File: src/rtl/fadd_pkg.sv
// Shared definitions for the floating-point adder stages: rounding modes,
// field-width helpers and operand classification.
package fadd_pkg;

  localparam logic [2:0] RM_RNE = 3'd0;
  localparam logic [2:0] RM_RTZ = 3'd1;
  localparam logic [2:0] RM_RDN = 3'd2;
  localparam logic [2:0] RM_RUP = 3'd3;
  localparam logic [2:0] RM_RMM = 3'd4;

  typedef struct packed {
    logic is_inf;
    logic is_nan;
    logic is_snan;
    logic is_zero;
  } fp_class_t;

  // Internal significand: carry, PRECISION significand bits, guard, sticky.
  function automatic int sig_width(input int precision);
    return precision + 3;
  endfunction

  function automatic int op_width(input int expwidth, input int precision);
    return expwidth + precision;
  endfunction

  function automatic fp_class_t fp_classify(input logic exp_ones, input logic exp_zero,
                                            input logic frac_zero, input logic frac_msb);
    fp_class_t c;
    c.is_inf  = exp_ones & frac_zero;
    c.is_nan  = exp_ones & ~frac_zero;
    c.is_snan = exp_ones & ~frac_zero & ~frac_msb;
    c.is_zero = exp_zero & frac_zero;
    return c;
  endfunction

endpackage

File: src/rtl/fadd_lzc.sv
// Combinational leading-zero counter; an all-zero input returns N.
module fadd_lzc #(
  parameter int N  = 6,
  parameter int CW = $clog2(N + 1)
) (
  input  logic [N-1:0]  in_i,
  output logic [CW-1:0] cnt_o
);

  // Scanning upward lets the highest set bit have the final word.
  always_comb begin
    cnt_o = CW'(N);
    for (int i = 0; i < N; i++) begin
      if (in_i[i]) cnt_o = CW'(N - 1 - i);
    end
  end

endmodule

File: src/rtl/fadd_s1.sv
// First adder stage: unpack and classify operands, compute far and near path
// candidates, and register them behind a one-entry valid/ready slot.
module fadd_s1
  import fadd_pkg::*;
#(
  parameter int EXPWIDTH  = 5,
  parameter int PRECISION = 4
) (
  input  logic                   clk,
  input  logic                   rst,
  input  logic                   in_valid_i,
  output logic                   in_ready_o,
  input  logic [EXPWIDTH+PRECISION-1:0] a_i,
  input  logic [EXPWIDTH+PRECISION-1:0] b_i,
  input  logic [2:0]             rm_i,
  input  logic                   mul_of_i,
  output logic                   out_valid_o,
  input  logic                   out_ready_i,
  output logic                   out_far_sign_o,
  output logic [EXPWIDTH-1:0]    out_far_exp_o,
  output logic [PRECISION+2:0]   out_far_sig_o,
  output logic                   out_near_sign_o,
  output logic [EXPWIDTH-1:0]    out_near_exp_o,
  output logic [PRECISION+2:0]   out_near_sig_o,
  output logic                   out_sel_far_path_o,
  output logic [2:0]             out_rm_o,
  output logic                   out_far_mul_of_o,
  output logic                   out_near_sig_is_zero_o,
  output logic                   out_special_case_valid_o,
  output logic                   out_special_case_inv_o,
  output logic                   out_special_case_nan_o
);

  localparam int W   = op_width(EXPWIDTH, PRECISION);
  localparam int SW  = sig_width(PRECISION);
  localparam int FW  = PRECISION - 1;
  localparam int NW  = PRECISION + 2;
  localparam int LZW = $clog2(NW + 1);
  localparam int CW  = (EXPWIDTH > LZW) ? EXPWIDTH : LZW;
  localparam logic [EXPWIDTH-1:0] SAT = EXPWIDTH'(PRECISION + 2);

  // ---------------- unpack ----------------
  logic                a_sign, b_sign, a_hid, b_hid;
  logic [EXPWIDTH-1:0] a_exp, b_exp, a_exp_eff, b_exp_eff;
  logic [FW-1:0]       a_frac, b_frac;
  logic [PRECISION-1:0] a_sig, b_sig;
  fp_class_t           a_cls, b_cls;

  assign a_sign    = a_i[W-1];
  assign b_sign    = b_i[W-1];
  assign a_exp     = a_i[W-2:FW];
  assign b_exp     = b_i[W-2:FW];
  assign a_frac    = a_i[FW-1:0];
  assign b_frac    = b_i[FW-1:0];
  assign a_hid     = |a_exp;
  assign b_hid     = |b_exp;
  assign a_exp_eff = a_hid ? a_exp : EXPWIDTH'(1);
  assign b_exp_eff = b_hid ? b_exp : EXPWIDTH'(1);
  assign a_sig     = {a_hid, a_frac};
  assign b_sig     = {b_hid, b_frac};
  assign a_cls     = fp_classify(&a_exp, ~a_hid, ~|a_frac, a_frac[FW-1]);
  assign b_cls     = fp_classify(&b_exp, ~b_hid, ~|b_frac, b_frac[FW-1]);

  logic unused_zero;
  assign unused_zero = a_cls.is_zero | b_cls.is_zero;

  // On an exact magnitude tie a_i stays the big operand.
  logic                 swap, eff_sub, big_sign;
  logic [EXPWIDTH-1:0]  big_exp, sml_exp, d;
  logic [SW-1:0]        big_ext, sml_ext;

  assign swap     = {b_exp_eff, b_sig} > {a_exp_eff, a_sig};
  assign big_sign = swap ? b_sign : a_sign;
  assign big_exp  = swap ? b_exp_eff : a_exp_eff;
  assign sml_exp  = swap ? a_exp_eff : b_exp_eff;
  assign big_ext  = {1'b0, (swap ? b_sig : a_sig), 2'b00};
  assign sml_ext  = {1'b0, (swap ? a_sig : b_sig), 2'b00};
  assign eff_sub  = a_sign ^ b_sign;
  assign d        = big_exp - sml_exp;

  // ---------------- far path ----------------
  logic [EXPWIDTH-1:0] far_sh;
  logic [SW-1:0]       far_shifted, far_mask, far_aligned, far_sig_d;
  logic                far_lost;

  assign far_sh      = (d > SAT) ? SAT : d;
  assign far_shifted = sml_ext >> far_sh;
  assign far_mask    = (SW'(1) << far_sh) - SW'(1);
  assign far_lost    = |(sml_ext & far_mask);
  assign far_aligned = {far_shifted[SW-1:1], far_shifted[0] | far_lost};
  assign far_sig_d   = eff_sub ? (big_ext - far_aligned) : (big_ext + far_aligned);

  // ---------------- near path ----------------
  logic [SW-1:0]       near_b, near_diff, near_sig_d;
  logic [LZW-1:0]      near_lz;
  logic [CW-1:0]       lz_c, lim_c, near_sh;
  logic [EXPWIDTH-1:0] near_exp_d;
  logic                near_zero_d, near_sign_d;

  assign near_b    = (d != '0) ? (sml_ext >> 1) : sml_ext;
  assign near_diff = big_ext - near_b;

  fadd_lzc #(.N(NW), .CW(LZW)) u_lzc (
    .in_i  (near_diff[NW-1:0]),
    .cnt_o (near_lz)
  );

  // Normalization never drives the exponent below the subnormal floor.
  assign lz_c        = CW'(near_lz);
  assign lim_c       = CW'(big_exp - EXPWIDTH'(1));
  assign near_sh     = (lz_c < lim_c) ? lz_c : lim_c;
  assign near_sig_d  = near_diff << near_sh;
  assign near_exp_d  = near_sig_d[PRECISION+1] ? (big_exp - EXPWIDTH'(near_sh)) : '0;
  assign near_zero_d = (near_diff == '0);
  assign near_sign_d = near_zero_d ? (rm_i == RM_RDN) : big_sign;

  // ---------------- special cases ----------------
  logic spec_valid_d, spec_nan_d, spec_inv_d, inf_sub, any_nan, any_inf;
  logic sel_far_d, far_sign_d;

  assign inf_sub      = a_cls.is_inf & b_cls.is_inf & eff_sub;
  assign any_nan      = a_cls.is_nan | b_cls.is_nan;
  assign any_inf      = a_cls.is_inf | b_cls.is_inf;
  assign spec_valid_d = (&a_exp) | (&b_exp);
  assign spec_nan_d   = any_nan | inf_sub;
  assign spec_inv_d   = a_cls.is_snan | b_cls.is_snan | inf_sub;

  always_comb begin
    sel_far_d  = ~eff_sub | (d > EXPWIDTH'(1));
    far_sign_d = big_sign;
    if (any_inf & ~spec_nan_d) begin
      sel_far_d  = 1'b1;
      far_sign_d = a_cls.is_inf ? a_sign : b_sign;
    end
  end

  // ---------------- pipeline register ----------------
  // Handshake: a transfer happens on a rising edge where valid and ready are
  // both high; valid holds with frozen data until ready is seen.
  logic                 load;
  logic                 valid_q, far_sign_q, near_sign_q, sel_far_q, mul_of_q;
  logic                 near_zero_q, spec_valid_q, spec_inv_q, spec_nan_q;
  logic [EXPWIDTH-1:0]  far_exp_q, near_exp_q;
  logic [SW-1:0]        far_sig_q, near_sig_q;
  logic [2:0]           rm_q;

  assign in_ready_o = ~valid_q | out_ready_i;
  assign load       = in_valid_i & in_ready_o;

  always_ff @(posedge clk) begin
    if (rst) begin
      valid_q      <= 1'b0;
      far_sign_q   <= 1'b0;
      far_exp_q    <= '0;
      far_sig_q    <= '0;
      near_sign_q  <= 1'b0;
      near_exp_q   <= '0;
      near_sig_q   <= '0;
      sel_far_q    <= 1'b0;
      rm_q         <= '0;
      mul_of_q     <= 1'b0;
      near_zero_q  <= 1'b0;
      spec_valid_q <= 1'b0;
      spec_inv_q   <= 1'b0;
      spec_nan_q   <= 1'b0;
    end else if (load) begin
      valid_q      <= 1'b1;
      far_sign_q   <= far_sign_d;
      far_exp_q    <= big_exp;
      far_sig_q    <= far_sig_d;
      near_sign_q  <= near_sign_d;
      near_exp_q   <= near_exp_d;
      near_sig_q   <= near_sig_d;
      sel_far_q    <= sel_far_d;
      rm_q         <= rm_i;
      mul_of_q     <= mul_of_i;
      near_zero_q  <= near_zero_d;
      spec_valid_q <= spec_valid_d;
      spec_inv_q   <= spec_inv_d;
      spec_nan_q   <= spec_nan_d;
    end else if (out_ready_i) begin
      valid_q <= 1'b0;
    end
  end

  assign out_valid_o              = valid_q;
  assign out_far_sign_o           = far_sign_q;
  assign out_far_exp_o            = far_exp_q;
  assign out_far_sig_o            = far_sig_q;
  assign out_near_sign_o          = near_sign_q;
  assign out_near_exp_o           = near_exp_q;
  assign out_near_sig_o           = near_sig_q;
  assign out_sel_far_path_o       = sel_far_q;
  assign out_rm_o                 = rm_q;
  assign out_far_mul_of_o         = mul_of_q;
  assign out_near_sig_is_zero_o   = near_zero_q;
  assign out_special_case_valid_o = spec_valid_q;
  assign out_special_case_inv_o   = spec_inv_q;
  assign out_special_case_nan_o   = spec_nan_q;

endmodule

File: config.mk
export PLATFORM = sky130hd
export DESIGN_NAME = fadd_s1
export DESIGN_NICKNAME = d
export VERILOG_FILES = /design/src/rtl/fadd_pkg.sv /design/src/rtl/fadd_lzc.sv /design/src/rtl/fadd_s1.sv
export SDC_FILE = /design/constraint.sdc
export NUM_CORES = 1
export LEC_CHECK = 0
export ABC_AREA = 1
export CORE_UTILIZATION = 58
export CTS_CLUSTER_DIAMETER = 150
export DETAILED_ROUTE_END_ITERATION = 12
export HOLD_SLACK_MARGIN = 0.15
export PLACE_DENSITY_LB_ADDON = 0.1
export SLEW_MARGIN = 20
export SYNTH_ARGS = -nofsm -noshare
export SYNTH_HDL_FRONTEND = slang
export SYNTH_SLANG_ARGS = --single-unit
File: constraint.sdc
create_clock -name clk -period 14.95 [get_ports clk]
set_input_delay 2.99 -clock clk [delete_from_list [all_inputs] [get_ports clk]]
set_output_delay 2.99 -clock clk [all_outputs]
set_load 0.05 [all_outputs]
==> flow_metrics.tcl <==
set metrics [dict create \
    cts.path.max_buffers 2 \
    worstMarginPinSlew_ps 855 \
    worstSetupPathType "in2reg" \
    hold_slack_ps 467 \
    leakage_nw 2.17 \
    ys_ff_latch 35 \
    cts-root-buf "clkbuf_8" \
    slew_headroom_pct 42.6 \
    min_period_over_period_pct 64.1 \
    fin_area_sq_um 4330 \
    synth_edf_count 0 \
    vias 3633 \
    outcome "completed" \
    start_util_pct 59.8 \
    synth_cells 543 \
    timing_hold_violations_final 0 \
    utilization_pct 73.1 \
    die_area_sq_um 6430 \
    layout-drive-gt1-share_pct 9.68 \
    grt-ovfl-total 0 \
    die_h_um 80.2 \
    p_per_area_nw_per_um2 143 \
    cts_resized 0 \
    synthesis.nets 604 \
    synth-main-ff-cell "dfxtp_1" \
    crit_arrival_ps 9790 \
    finalWorstSetupSlack_ps 5370 \
    clock_latency_ps 290 \
    synth.avg_cell_area_sq_um 6.53 \
    dp_cells 666 \
    r2r_end "out_far_sig_o[6]" \
    fillers 501 \
    regArea_sq_um 701 \
    die_w_um 80.2 \
    final_common_cell "nand2_1" \
    cpPeakStageDelay_ps 560 \
    multi_input_area_sq_um 2420 \
    r2r-start "out_valid_o" \
    async_reset_ff_share_pct 0 \
    diodes 0 \
    placed_cell_area_sq_um 4200 \
    power_mw 0.620 \
    grt_pass1_wl_um 14200 \
    rsz0062_at_grt "false" \
    setup_viol 0 \
    ys_types 48 \
    hold_class "reg2reg" \
    nNetsFinal 659 \
    cts_buffers 5 \
    final_cell_mix "125 x nand2_1, 91 x inv_1, 61 x clkdlybuf4s50_1, 40 x nand3_1, 35 x dfxtp_1" \
    gp_congestion 0.912 \
    critPathLaunchType "primary input" \
    min_from "out_near_exp_o[3]" \
    reg2reg_depth 6 \
    grt_start_max_net_pins 36 \
    rows 28 \
    io_buffers 61 \
    period_needed_ps 9580 \
    required_ps 15160 \
    synth_seq_area_share_pct 19.8 \
    drtIter0Drc 163 \
    drtAntennaViolNets 0 \
    route.detailed.drc 0 \
    endpoint_kind "flip-flop" \
    fin_tns_setup_ps 0 \
    ios 63 \
    min_delay_path_depth 2 \
    cts_hold_buf 0 \
    skew_ps 3.90 \
    wl_um 8790 \
    slowest_stage "clkdlybuf4s50_1" \
    min_to "out_near_exp_o[3]" \
    antenna_found_initial 0 \
    vdd_drop_max_uv 132 \
    vias_per_cell 5.39 \
    syn_to_final_growth_pct 22.2 \
    cts_setup_buffers 0 \
    drtPass1Iterations 5 \
    clk_pin_slew_ps 70 \
    hpwl_um 7150 \
    drv_slew 0 \
    yosysWarnings 0 \
    avgRoutedWirePerCell_um 13.0 \
    cp_max_fo 22 \
    cts_tree "built" \
    fin_cells 674 \
    grt_util_all_layers_pct 28.2 \
    fmax_mhz 104 \
    dp_slack_ps 5150 \
    clkSinkCount 35 \
    coreArea_sq_um 5920 \
    grt_pass1_vias 3272 \
    reg2reg_slack_ps 12750 \
    syn-cell-area_sq_um 3540 \
    h-tree-depth 2 \
    cpMostUsedCell "nand2_1" \
    cap_viol_max_count 0 \
]
[registers in the layout (all words and copies together) (netlist names), 3 cells and up]
| signal | cells |
|---|---|
| out_far_sig_o | 7 |
| out_near_exp_o | 5 |
| out_far_exp_o | 5 |
| out_near_sig_o | 6 |
| out_rm_o | 3 |
[cell type report]
class,instances,area share (%)
clock inverters,2,1.39
clock buffers,6,1.68
multi-input cells,398,56.0
inverters,96,8.32
repair buffers,62,14.3
flip-flops and latches,35,16.2
well taps,75,2.17
[metal layers]
metal	GRT usage, %	up-vias	share of wire, %
li1	-	1866	-
met1	33.8	1650	45
met2	51.3	102	50
met3	5.57	15	4.3
met4	6.61	0	1.5
met5	0	-	0
[cell usage after synthesis, types with 3 or more instances]
library cell | count | area [sq um]
dfxtp_1 | 35 | 701
nand2_1 | 125 | 469
xor2_1 | 8 | 70.1
inv_1 | 91 | 342
ha_1 | 32 | 400
nand3_1 | 40 | 200
nand3_2 | 9 | 90.1
nand2_4 | 7 | 78.8
nor2_1 | 33 | 124
nand2_2 | 14 | 87.6
fa_1 | 3 | 60.1
o31ai_1 | 3 | 22.5
nor2_2 | 3 | 18.8
nor3_1 | 5 | 25.0
clkbuf_1 | 11 | 41.3
o21ai_1 | 5 | 25.0
nand3_4 | 4 | 70.1
o211ai_1 | 10 | 75.1
a21oi_1 | 31 | 155
a31oi_1 | 3 | 18.8
inv_2 | 4 | 15.0
o21ai_0 | 29 | 145
nand4_1 | 6 | 37.5
[worst max-delay path: cells and delay by family]
kind | cells | cell delay (ps)
AO/OA/AOI/OAI | 7 | 1140
buffers and inverters | 5 | 860
XOR/XNOR | 2 | 420
adder cells (fa/ha/maj) | 6 | 1970
AND/OR/NAND/NOR | 20 | 2370
[cell families (layout without fill, tap and decap cells)]
| logic type | Yosys count | in the layout | share of synthesized area (%) |
|---|---|---|---|
| adders and majority gates | 35 | 35 | 13.0 |
| xor gates and xnor gates | 10 | 10 | 2.47 |
| and+or+nand+nor | 256 | 256 | 36.5 |
| DFF | 35 | 35 | 19.8 |
| AOI/OAI and AO/OA | 95 | 95 | 16.2 |
| other | 2 | 2 | 0.212 |
| buffers and inverters | 110 | 166 | 11.8 |
[power breakdown]
part           internal [mW]  switching (mW)  total, mW
Sequential             0.111         0.00898      0.120
Combinational          0.138           0.262      0.400
Clock                 0.0667          0.0336      0.100
[worst max path at each step]
stage	from	to	slack (ps)
6_report	b_i[6]	out_near_exp_o[4]	5370
5_1_grt	a_i[5]	out_near_exp_o[4]	4800
4_1_cts	b_i[6]	out_near_exp_o[4]	5430
3_5_place_dp	b_i[6]	out_near_exp_o[4]	5150
3_3_place_gp	b_i[6]	out_near_exp_o[4]	5380
2_1_floorplan	a_i[5]	out_near_exp_o[4]	6310
(Power assumes the default switching activity.)
